File: src/rtl/or_reduce_pkg.sv
`default_nettype none
// ----------------------------------------------------------------------------
// Module  : or_reduce_pkg
// Purpose : Shared FSM state encoding and default sizing for the
//           round-robin OR-reduction scheduler.
// Rev     : 1.0  initial release
// ----------------------------------------------------------------------------
package or_reduce_pkg;

  localparam int C_NREQ_DEF = 4;
  localparam int C_COLS_DEF = 16;
  localparam int C_ROWS_DEF = 16;

  typedef enum logic [1:0] {
    ST_IDLE   = 2'd0,
    ST_ACCUM  = 2'd1,
    ST_DRAIN  = 2'd2,
    ST_OUTPUT = 2'd3
  } state_e;

endpackage : or_reduce_pkg
`default_nettype wire

File: src/rtl/rr_arbiter.sv
`default_nettype none
// ----------------------------------------------------------------------------
// Module  : rr_arbiter
// Purpose : Combinational round-robin pick: first set request at or above
//           i_ptr, wrapping modulo NREQ.
// Rev     : 1.0  initial release
// ----------------------------------------------------------------------------
module rr_arbiter #(
  parameter int NREQ = 4,
  parameter int IDW  = $clog2(NREQ)
) (
  input  logic [NREQ-1:0] i_req,
  input  logic [IDW-1:0]  i_ptr,
  output logic [IDW-1:0]  o_grant,
  output logic            o_any
);

  localparam logic [IDW:0] C_NREQ_W = (IDW+1)'(NREQ);

  logic [2*NREQ-1:0] w_dbl;
  logic [NREQ-1:0]   w_rot;
  logic [IDW-1:0]    w_off;
  logic [IDW:0]      w_sum;

  // Rotate so the pointer position lands at bit 0, then find the lowest set bit
  always_comb begin
    w_dbl = {i_req, i_req} >> i_ptr;
    w_rot = w_dbl[NREQ-1:0];
    w_off = '0;
    for (int i = NREQ - 1; i >= 0; i--) begin
      if (w_rot[i]) w_off = IDW'(i);
    end
  end

  // Undo the rotation: pointer plus offset, wrapped back into 0..NREQ-1
  always_comb begin
    w_sum = {1'b0, i_ptr} + {1'b0, w_off};
    if (w_sum >= C_NREQ_W) o_grant = IDW'(w_sum - C_NREQ_W);
    else                   o_grant = w_sum[IDW-1:0];
    o_any = |i_req;
  end

endmodule : rr_arbiter
`default_nettype wire

File: src/rtl/or_reduce_sched.sv
`default_nettype none
// ----------------------------------------------------------------------------
// Module  : or_reduce_sched
// Purpose : Shares one row-serial OR-reduction engine between NREQ matrix
//           producers; grant is held for a whole matrix, result is offered
//           on a valid/ready port with id, row count and overflow flag.
// Rev     : 1.0  initial release
// ----------------------------------------------------------------------------
module or_reduce_sched
  import or_reduce_pkg::*;
#(
  parameter int NREQ = C_NREQ_DEF,
  parameter int COLS = C_COLS_DEF,
  parameter int ROWS = C_ROWS_DEF,
  parameter int IDW  = $clog2(NREQ),
  parameter int CNTW = $clog2(ROWS + 1)
) (
  input  logic                 clk,
  input  logic                 rst_n,
  input  logic [NREQ-1:0]      i_req_valid,
  output logic [NREQ-1:0]      o_req_ready,
  input  logic [NREQ*COLS-1:0] i_req_row,
  input  logic [NREQ-1:0]      i_req_last,
  output logic                 o_out_valid,
  input  logic                 i_out_ready,
  output logic [COLS-1:0]      o_out_data,
  output logic [IDW-1:0]       o_out_id,
  output logic [CNTW-1:0]      o_out_rows,
  output logic                 o_out_err
);

  localparam logic [CNTW-1:0] C_ROWS_CNT = CNTW'(ROWS);
  localparam logic [IDW-1:0]  C_LAST_ID  = IDW'(NREQ - 1);

  state_e            r_state;
  logic [COLS-1:0]   r_acc;
  logic [CNTW-1:0]   r_cnt;
  logic [IDW-1:0]    r_grant;
  logic [IDW-1:0]    r_ptr;
  logic              r_err;

  logic [IDW-1:0]    w_arb_grant;
  logic              w_any;
  logic              w_sel_valid;
  logic              w_sel_last;
  logic [COLS-1:0]   w_sel_row;
  logic              w_busy;
  logic [CNTW-1:0]   w_cnt_inc;
  logic [IDW-1:0]    w_ptr_next;

  rr_arbiter #(
    .NREQ (NREQ),
    .IDW  (IDW)
  ) u_arb (
    .i_req   (i_req_valid),
    .i_ptr   (r_ptr),
    .o_grant (w_arb_grant),
    .o_any   (w_any)
  );

  assign w_busy     = (r_state == ST_ACCUM) || (r_state == ST_DRAIN);
  assign w_cnt_inc  = r_cnt + CNTW'(1);
  assign w_ptr_next = (r_grant == C_LAST_ID) ? '0 : r_grant + IDW'(1);

  // Select the granted requester's valid/last/row lanes
  always_comb begin
    w_sel_valid = 1'b0;
    w_sel_last  = 1'b0;
    w_sel_row   = '0;
    for (int k = 0; k < NREQ; k++) begin
      if (r_grant == IDW'(k)) begin
        w_sel_valid = i_req_valid[k];
        w_sel_last  = i_req_last[k];
        w_sel_row   = i_req_row[k*COLS +: COLS];
      end
    end
  end

  // Ready is one-hot on the grant while a matrix is streaming; decoded from registers only
  always_comb begin
    o_req_ready = '0;
    for (int k = 0; k < NREQ; k++) begin
      if (w_busy && (r_grant == IDW'(k))) o_req_ready[k] = 1'b1;
    end
  end

  // Result port is a direct view of the held accumulator state
  always_comb begin
    o_out_valid = (r_state == ST_OUTPUT);
    o_out_data  = r_acc;
    o_out_id    = r_grant;
    o_out_rows  = r_cnt;
    o_out_err   = r_err;
  end

  // Arbitration, accumulation, overflow drain and result handshake
  always_ff @(posedge clk or negedge rst_n) begin
    if (!rst_n) begin
      r_state <= ST_IDLE;
      r_acc   <= '0;
      r_cnt   <= '0;
      r_grant <= '0;
      r_ptr   <= '0;
      r_err   <= 1'b0;
    end else begin
      case (r_state)
        ST_IDLE: begin
          if (w_any) begin
            r_grant <= w_arb_grant;
            r_acc   <= '0;
            r_cnt   <= '0;
            r_err   <= 1'b0;
            r_state <= ST_ACCUM;
          end
        end
        ST_ACCUM: begin
          if (w_sel_valid) begin
            r_acc <= r_acc | w_sel_row;
            r_cnt <= w_cnt_inc;
            // last wins even when this beat also fills the matrix
            if (w_sel_last) begin
              r_state <= ST_OUTPUT;
            end else if (w_cnt_inc == C_ROWS_CNT) begin
              r_err   <= 1'b1;
              r_state <= ST_DRAIN;
            end
          end
        end
        ST_DRAIN: begin
          // excess rows are swallowed; acc and cnt stay frozen
          if (w_sel_valid && w_sel_last) r_state <= ST_OUTPUT;
        end
        ST_OUTPUT: begin
          if (i_out_ready) begin
            r_ptr   <= w_ptr_next;
            r_state <= ST_IDLE;
          end
        end
        default: r_state <= ST_IDLE;
      endcase
    end
  end

endmodule : or_reduce_sched
`default_nettype wire

File: config.mk
export PLATFORM = sky130hd
export DESIGN_NAME = or_reduce_sched
export DESIGN_NICKNAME = d
export VERILOG_FILES = /design/src/rtl/or_reduce_pkg.sv /design/src/rtl/rr_arbiter.sv /design/src/rtl/or_reduce_sched.sv
export SDC_FILE = /design/constraint.sdc
export NUM_CORES = 1
export LEC_CHECK = 0
export BUFFER_PORTS_ARGS = -buffer_cell sky130_fd_sc_hd__buf_2
export CAP_MARGIN = 20
export CORE_MARGIN = 3
export CORE_UTILIZATION = 40
export DETAILED_ROUTE_END_ITERATION = 10
export GPL_ROUTABILITY_DRIVEN = 0
export GPL_TIMING_DRIVEN = 0
export PLACE_DENSITY_LB_ADDON = 0.12
export SLEW_MARGIN = 20
export SYNTH_ARGS = -nofsm -noshare
export SYNTH_HDL_FRONTEND = slang
export SYNTH_SLANG_ARGS = --single-unit
File: constraint.sdc
create_clock -name clk -period 2.2 [get_ports clk]
set_input_delay 0.44 -clock clk [delete_from_list [all_inputs] [get_ports clk]]
set_output_delay 0.44 -clock clk [all_outputs]
set_load 0.05 [all_outputs]
; ---- Word level (Yosys, flattened, before mapping)
; Index checks and enable logic that the tools add are counted.
[classes]
shift = 1
n_mux = 40
n_lt_le_gt_ge = 1
eq_ne = 14
bitwise = 1
reduce_logical = 15
add_sub_neg = 4
[op_table]
columns = cell, count
row1 = 2-to-1 mux 16 bit, 6
row2 = one-hot mux 16 bit (2 select lines), 1
row3 = 2-to-1 mux 2 bit, 12
row4 = 2-to-1 mux 1 bit, 16
row5 = bitwise OR 16 bit, 1
row6 = 2-to-1 mux 5 bit, 2
row7 = one-hot mux 5 bit (2 select lines), 1
row8 = AND reduction 5 bit, 2
row9 = "equality test 2 bit, second input constant", 4
row10 = "inequality test 2 x 1 -> 1 bit, second input constant", 4
row11 = one-hot mux 2 bit (4 select lines), 1
row12 = right shift 8 x 2 -> 4 bit, 1
row13 = "adder 5 x 1 -> 5 bit, second input constant", 1
row14 = "equality test 5 bit, second input constant", 1
row15 = logical AND 1 bit, 5
row16 = "equality test 2 x 1 -> 1 bit, second input constant", 2
row17 = logical NOT 2 bit, 2
row18 = "inequality test 2 bit, second input constant", 2
row19 = AND reduction 2 bit, 2
row20 = OR reduction 4 bit, 1
row21 = adder 2 x 2 -> 3 bit, 1
row22 = "greater-or-equal comparator 3 bit, second input constant", 1
row23 = "inequality test 3 x 2 -> 1 bit, second input constant", 1
row24 = AND reduction 3 bit, 1
row25 = 5 further kinds, 5
[totals]
reg_bits = 28
in_bits = 75
out_inout_bits = 29
wordCells = 82

; ---- Logic depth before layout (Yosys ltp)
; Gate-level depths: netlist of the first run.
[logic_depth]
depth_word = 8
mapped_depth = 10
ltp_nobuf = 8

; ---- By module
; From an unflattened synthesis of the first run, not the netlist that was laid out.
[unflattened]
cells_unflattened = 248
hier_area_um2 = 2142.1
[by_module_without_submodules]
columns = module, instances, seq_area_each_um2, area_each_um2, cells_each
row1 = or_reduce_sched, 1, 700.7, 1963.1, 221
row2 = rr_arbiter, 1, 0.0, 178.9, 27

; ---- Least setup slack after synthesis of the first run
; No wires, ideal clock.
[synth_path]
kind = reg2reg
start = reg r_grant[1] (netlist: o_out_id[1])
end = reg r_cnt[3] (netlist: o_out_rows[3])
setup_ps = 69
slack_ps = -385
arrival_ps = 2515
path_buffers = 1
period_less_slack_ps = 2585
stages_incl_launch_ff = 9
required_ps = 2131
path_cell_list = dfrtp_1 > inv_1 > ha_1 > nand3b_2 > o2111a_1 > or3b_4 > buf_6 > or4b_1 > nand3_1
[synth_between]
elab_chain_len = 7
elab_cells_between_ends = 10
classes_between = eq/ne: 4 / mux: 4 / reduce/logical: 2
[synth_lines]
columns = item, line_no
row1 = from (decl), or_reduce_sched.sv:38  ; logic [IDW-1:0] r_grant;
row2 = from (signal assigned), or_reduce_sched.sv:109  ; r_grant <= w_arb_grant;
row3 = logical NOT 2 bit, or_reduce_sched.sv:71  ; if (r_grant == IDW'(k)) begin
row4 = 2-to-1 mux 1 bit (3 in a row), or_reduce_sched.sv:71
row5 = 2-to-1 mux 1 bit (*), or_reduce_sched.sv:71
row6 = inequality test 2 bit (no source line) (*), --
row7 = AND reduction 3 bit (no source line) (*), --
row8 = to (signal assigned), or_reduce_sched.sv:119  ; r_cnt <= w_cnt_inc;
row9 = to (decl), or_reduce_sched.sv:37  ; logic [CNTW-1:0] r_cnt;
; Every way passes the cells marked *; elsewhere a longest branch is shown, timed or not.
; A chain may end at the register's enable or synchronous reset.

; ---- Worst setup path after layout of the first run
[layout_path]
start = reg r_grant[0] (netlist: o_out_id[0])
end = reg r_cnt[3] (netlist: o_out_rows[3])
; Same word-level chain as after synthesis.

==> run_results.csv, run 1 <==
group,metric,value,unit
power_and_ir_drop,peakVddDrop,1.03,mV
final_layout,nets,468,
sta,fin_crit,2.21,ns
die,boundaryPins,104,
clock_network,cts-root-buf,"clkbuf_8",
global_routing,grt_pass1_wl,9.86,mm
setup_path,path_class,"reg2reg",
clock_network,clk_pin_slew,0.11,ns
placed_design,dp_cells,438,
clock_network,cts_inserted_buffers,3,
synthesis,syn_area_per_cell,8.08,um^2
synthesis,synth-edff-count,0,
final_layout,area_delta_synth_final,39.9,%
synthesis,synthCells,266,
die,core-area,0.00514,mm^2
final_layout,stdcell_count,451,
global_routing,grt_overflow,0,
setup_path,crit_path_start_kind,"register",
final_layout,final_cell_mix,"buf_2 (102), nand2_1 (48), a21oi_1 (37), dfrtp_1 (26), nand3b_1 (20)",
clock_network,htreeDepth,1,
die,fp.dieW,79.3,um
setup_path,endpoint_kind,"register",
die,dieArea,0.00629,mm^2
sta,finalSetupTns,-0.00592,ns
setup_path,crit_required,2.42,ns
power_and_ir_drop,p_total,5.12,mW
hold_path,worst_hold_path_type,"in2async",
drt,first_iter_violations,102,
sta,holdWs,0.159,ns
setup_path,cp.arrival,2.43,ns
job,maxCapViolCount,0,
clock_network,cts_hold_buf,0,
global_routing,grtUsageTotal,0.194,
run_status,status,"complete, but fails checks",
run_status,failed_checks,"negative setup slack",
die,die_h,79.3,um
global_routing,grt_max_degree,29,
sta,fmax,453,MHz
sta,finalSetupViolCount,1,
placed_design,port_buffers,102,
sta,final_hold_viol_count,0,
clock_network,clk_latency,0.28,ns
placed_design,place_ws,-0.127,ns
placed_design,placed_area,0.00280,mm^2
drt,wl_per_cell,14.1,um
sta,maxSlewViolCount,0,
synthesis,ys_ff_latch,28,
setup_path,rrSetupSlack,-0.006,ns
setup_path,cp_max_fo,5,
sta,worst_slack,-0.00592,ns
sta,slew-limit-headroom,0.592,
setup_path,path_cells,"inv_4 > ha_4 > nand3b_4 > o2111a_1 > or3b_4 > buf_6 > or4b_1 > nand3_1",
sta,tightest_slew,0.612,ns
final_layout,final_common_cell,"buf_2",
global_routing,grt_pass1_vias,2057,
placed_design,place_hpwl,5.01,mm
synthesis,synth_ff_type,"dfrtp_1",
synthesis,synth_top_cell_area_share,0.326,
synthesis,seq_area_frac_synth,0.326,
synthesis,synthArstFlopShare,1.00,
drt,wl,6.37,mm
final_layout,fin_util,0.585,
sta,grt_setup_unrepaired,"yes",
power_and_ir_drop,leakagePower,1.43,nW
drt,vias,2314,
clock_network,cts_sinks,28,
sta,skew,0.0111,ns
clock_network,cts_buffer_depth,2,
clock_network,cts_tree,"built",
sta,fin_crit_sh,1.00,
drt,dr.pass1.iters,4,
die,initial_utilization,0.418,
synthesis,syn_area,0.00215,mm^2
final_layout,antennaDiodeCount,0,
power_and_ir_drop,powerDensity,1700,mW/mm^2
synthesis,synth_warnings,0,
drt,route.detailed.drc,0,
synthesis,syn-num-nets,352,
final_layout,design_area,0.00301,mm^2
synthesis,synth_area_leaders,"dfrtp_1 (33%), a21oi_1 (8.9%), nand2_1 (8.4%), nand3b_1 (7.0%), a22o_1 (6.5%)",
global_routing,grt_antenna_before_repair,0,
die,rows,26,
final_layout,drive_gt1_frac,0.381,
synthesis,ys_types,42,
drt,drtAntennaViolNets,0,
drt,avgViaCountPerCell,5.13,
setup_path,slowest_stage,"dfrtp_2",
synthesis,synth_top_area_cell,"dfrtp_1",
setup_path,max_stage_delay,0.49,ns
[routing by layer]
metal	GRT usage	up-vias	part of all wire
li1	-	1184	-
met1	0.297	1046	0.47
met2	0.295	80	0.46
met3	0.0238	4	0.060
met4	0.0309	0	0.0080
met5	0	-	0
[cell families after synthesis]
logic type      Yosys count  share of synthesized area
flops                    28                      0.326
buf+inv                  25                     0.0536
compound gates           90                      0.264
simple gates            108                      0.273
fa+ha+maj                11                     0.0641
mux                       3                     0.0157
xor+xnor                  1                    0.00408
[cell usage after synthesis (5+ instances only)]
library cell and n:
ha_1 11, a22o_1 16, nand3b_1 20, o21ai_0 19, nor2_1 5, a21oi_1 38, nand2_1 48, nor2b_1 8
buf_2 5, clkbuf_1 10, dfrtp_1 28, nand3_1 7
[critical path: cells and delay by family (launching register included)]
family	cells	cell delay, ns
AOI/OAI and AO/OA	1	0.25
adders and majority gates	1	0.16
buffers and inverters	2	0.24
DFF	1	0.49
and+or+nand+nor	4	1.00
[final timing paths]
kind                             start            end  cells after the start
setup / recovery           o_out_id[0]  o_out_rows[3]                      8
hold / removal                   rst_n  o_out_rows[3]                      1
setup reg to reg           o_out_id[0]  o_out_rows[3]                      8
hold reg to reg              o_out_err      o_out_err                      1
max in group asynchronous        rst_n    o_out_id[0]                      1
min in group clk           i_out_ready       r_ptr[0]                      3
[timing repair]
action,4_1_cts,5_1_grt
resized for setup,14,12
setup endpoints to repair,17,18
setup buffers,5,5
pin swaps,4,3
[sequential cells by signal, summed over array words and instances, names as in the netlist]
register / cells
o_out_id: 2
r_state: 2
o_out_rows: 5
o_out_err: 1
r_ptr: 2
o_out_data: 16
[where the power goes]
part           switching, mW  internal (mW)  total (mW)
sequential             0.208          0.757       0.965
clock                  0.167          0.243       0.411
combinational           2.27           1.48        3.75
[final cells by class]
| class | count | area [um^2] |
|---|---|---|
| timing repair buffer | 112 | 597 |
| inverter | 4 | 20.0 |
| multi-input combinational | 213 | 1400 |
| sequential | 28 | 703 |
| clock inverter | 1 | 30.0 |
| tap | 70 | 87.6 |
| clock buffer | 3 | 41.3 |
| buffer | 20 | 128 |
| fill | 509 | 2130 |
Note: power is estimated with default switching activity, not from simulation.
==> inputs of run 2 (changes only) <==
--- a/config.mk
+++ b/config.mk
@@ -12,7 +12,8 @@
 export DETAILED_ROUTE_END_ITERATION = 10
 export GPL_ROUTABILITY_DRIVEN = 0
 export GPL_TIMING_DRIVEN = 0
-export PLACE_DENSITY_LB_ADDON = 0.12
+export HOLD_SLACK_MARGIN = 0.15
+export PLACE_DENSITY = 0.74
 export SLEW_MARGIN = 20
 export SYNTH_ARGS = -nofsm -noshare
 export SYNTH_HDL_FRONTEND = slang
==> constraint.sdc (replaced) <==
create_clock -name clk -period 1.95 [get_ports clk]
set_input_delay 0.39 -clock clk [delete_from_list [all_inputs] [get_ports clk]]
set_output_delay 0.39 -clock clk [all_outputs]
set_load 0.05 [all_outputs]
==> run 2 against run 1 <==
  * The run still ends with negative setup slack left
  * Power is 36% higher
  * Sequential power is 11% higher
  * Combinational power rose by 45%
  * Final area grew 13%
  * Clock skew decreased by 0.0010 ns
  * Die area stayed put
  * Largest power group unchanged
==> run_results.csv, run 2 (synthesis results as in run 1) <==
group,metric,value,unit
power_and_ir_drop,peakVddDrop,1.05,mV
sta,tightest_slew,0.674,ns
sta,final_hold_viol_count,0,
sta,slew-limit-headroom,0.551,
drt,route.met2.wl,3.73,mm
power_and_ir_drop,p_total,6.96,mW
global_routing,grt_max_degree,29,
clock_network,htreeDepth,1,
setup_path,path_class,"reg2reg",
setup_path,path_cells,"ha_2 > nor2b_1 > a22oi_1 > or3b_4 > buf_6 > or4b_1 > nand3_1",
drt,routed.top_layer,"met4",
die,die_h,79.3,um
global_routing,grtUsageTotal,0.233,
sta,finalSetupViolCount,27,
die,rows,26,
power_and_ir_drop,leakagePower,1.61,nW
placed_design,placed_area,0.00281,mm^2
die,boundaryPins,104,
drt,drtAntennaViolNets,0,
final_layout,drive_gt1_frac,0.449,
drt,wl_per_cell,16.2,um
die,fp.dieW,79.3,um
sta,grt_setup_unrepaired,"yes",
run_status,failed_checks,"negative setup slack",
die,core-area,0.00514,mm^2
drt,first_iter_violations,185,
final_layout,design_area,0.00339,mm^2
final_layout,nets,490,
sta,skew,0.0101,ns
final_layout,antennaDiodeCount,0,
job,maxCapViolCount,0,
sta,fin_crit,2.22,ns
final_layout,stdcell_count,473,
setup_path,cp.arrival,2.45,ns
setup_path,crit_path_start_kind,"register",
sta,maxSlewViolCount,0,
final_layout,final_common_cell,"buf_2",
setup_path,slowest_stage,"dfrtp_2",
setup_path,cp_max_fo,5,
hold_path,worst_hold_path_type,"in2reg",
final_layout,fin_util,0.659,
global_routing,grt_pass1_vias,2396,
drt,avgViaCountPerCell,5.48,
sta,holdWs,0.419,ns
clock_network,cts_buffer_depth,2,
run_status,status,"complete, but fails checks",
final_layout,area_delta_synth_final,57.6,%
sta,fmax,450,MHz
clock_network,cts_tree,"built",
setup_path,crit_required,2.18,ns
placed_design,port_buffers,102,
final_layout,final_cell_mix,"buf_2 (101), nand2_1 (46), a21oi_1 (37), dfrtp_1 (26), buf_4 (21)",
setup_path,cp_top_family,"simple AND/OR/NAND/NOR gates",
power_and_ir_drop,powerDensity,2060,mW/mm^2
final_layout,largest_reg_flops,16,
placed_design,place_ws,-0.352,ns
die,initial_utilization,0.418,
clock_network,cts_inserted_buffers,3,
clock_network,cts-root-buf,"clkbuf_8",
clock_network,clk_latency,0.29,ns
drt,vias,2590,
clock_network,cts_sinks,28,
drt,wl_met3,600,um
drt,wl,7.64,mm
placed_design,dp_cells,438,
clock_network,clk_pin_slew,0.10,ns
die,dieArea,0.00629,mm^2
sta,finalSetupTns,-5.20,ns
global_routing,grt_pass1_wl,11.7,mm
drt,m1WireLength,3.08,mm
sta,worst_slack,-0.270,ns
setup_path,endpoint_kind,"register",
drt,route.detailed.drc,0,
global_routing,grt_antenna_before_repair,0,
drt,dr.pass1.iters,4,
placed_design,place_hpwl,5.05,mm
setup_path,max_stage_delay,0.47,ns
setup_path,path_buf_inv,1,
global_routing,grt_overflow,0,
sta,fin_crit_sh,1.14,
-- run 2: path summary, 6_finish.rpt --
check	start	to	slack (ns)	cells past startpoint
min	i_req_row[62]	o_out_data[14]	0.42	4
max	o_out_id[0]	o_out_rows[3]	-0.27	7
max reg2reg	o_out_id[0]	o_out_rows[3]	-0.27	7
min reg2reg	o_out_data[9]	o_out_data[9]	0.51	1
min in group asynchronous	rst_n	o_out_data[10]	0.66	2
max in group asynchronous	rst_n	o_out_id[0]	0.81	2
-- run 2: layout make-up --
class / instances / area, um^2
multi-input combinational: 213 / 1450
sequential: 28 / 703
clock buffer: 3 / 41.3
inverter: 4 / 20.0
timing repair buffer: 134 / 868
tap: 70 / 87.6
fill: 425 / 1750
clock inverter: 1 / 30.0
buffer: 20 / 185
-- run 2: timing repair --
item | in CTS | in global routing
gates cloned | 1 | 0
endpoints found under the hold margin | 28 | 0
gates resized for setup | 45 | 22
endpoints found under the setup margin | 28 | 28
pin swaps | 9 | 8
hold buffers | 1 | 0
setup buffers | 21 | 9
-- run 2: worst register-to-register path, cell delays in order (launching register included) --
cell and delay, ns:
dfrtp_2 0.47, ha_2 0.25, nor2b_1 0.17, a22oi_1 0.19, or3b_4 0.43, buf_6 0.13, or4b_1 0.45, nand3_1 0.09
-- run 2: routing by layer --
| metal | global-route usage | up-vias |
|---|---|---|
| li1 | - | 1228 |
| met1 | 0.319 | 1205 |
| met2 | 0.367 | 130 |
| met3 | 0.0488 | 27 |
| met4 | 0.0739 | 0 |
| met5 | 0 | - |
-- run 2: where the power goes --
group / internal [mW] / switching (mW) / total, mW
registers: 0.854 / 0.218 / 1.07
clock network: 0.276 / 0.195 / 0.471
logic: 2.50 / 2.92 / 5.42
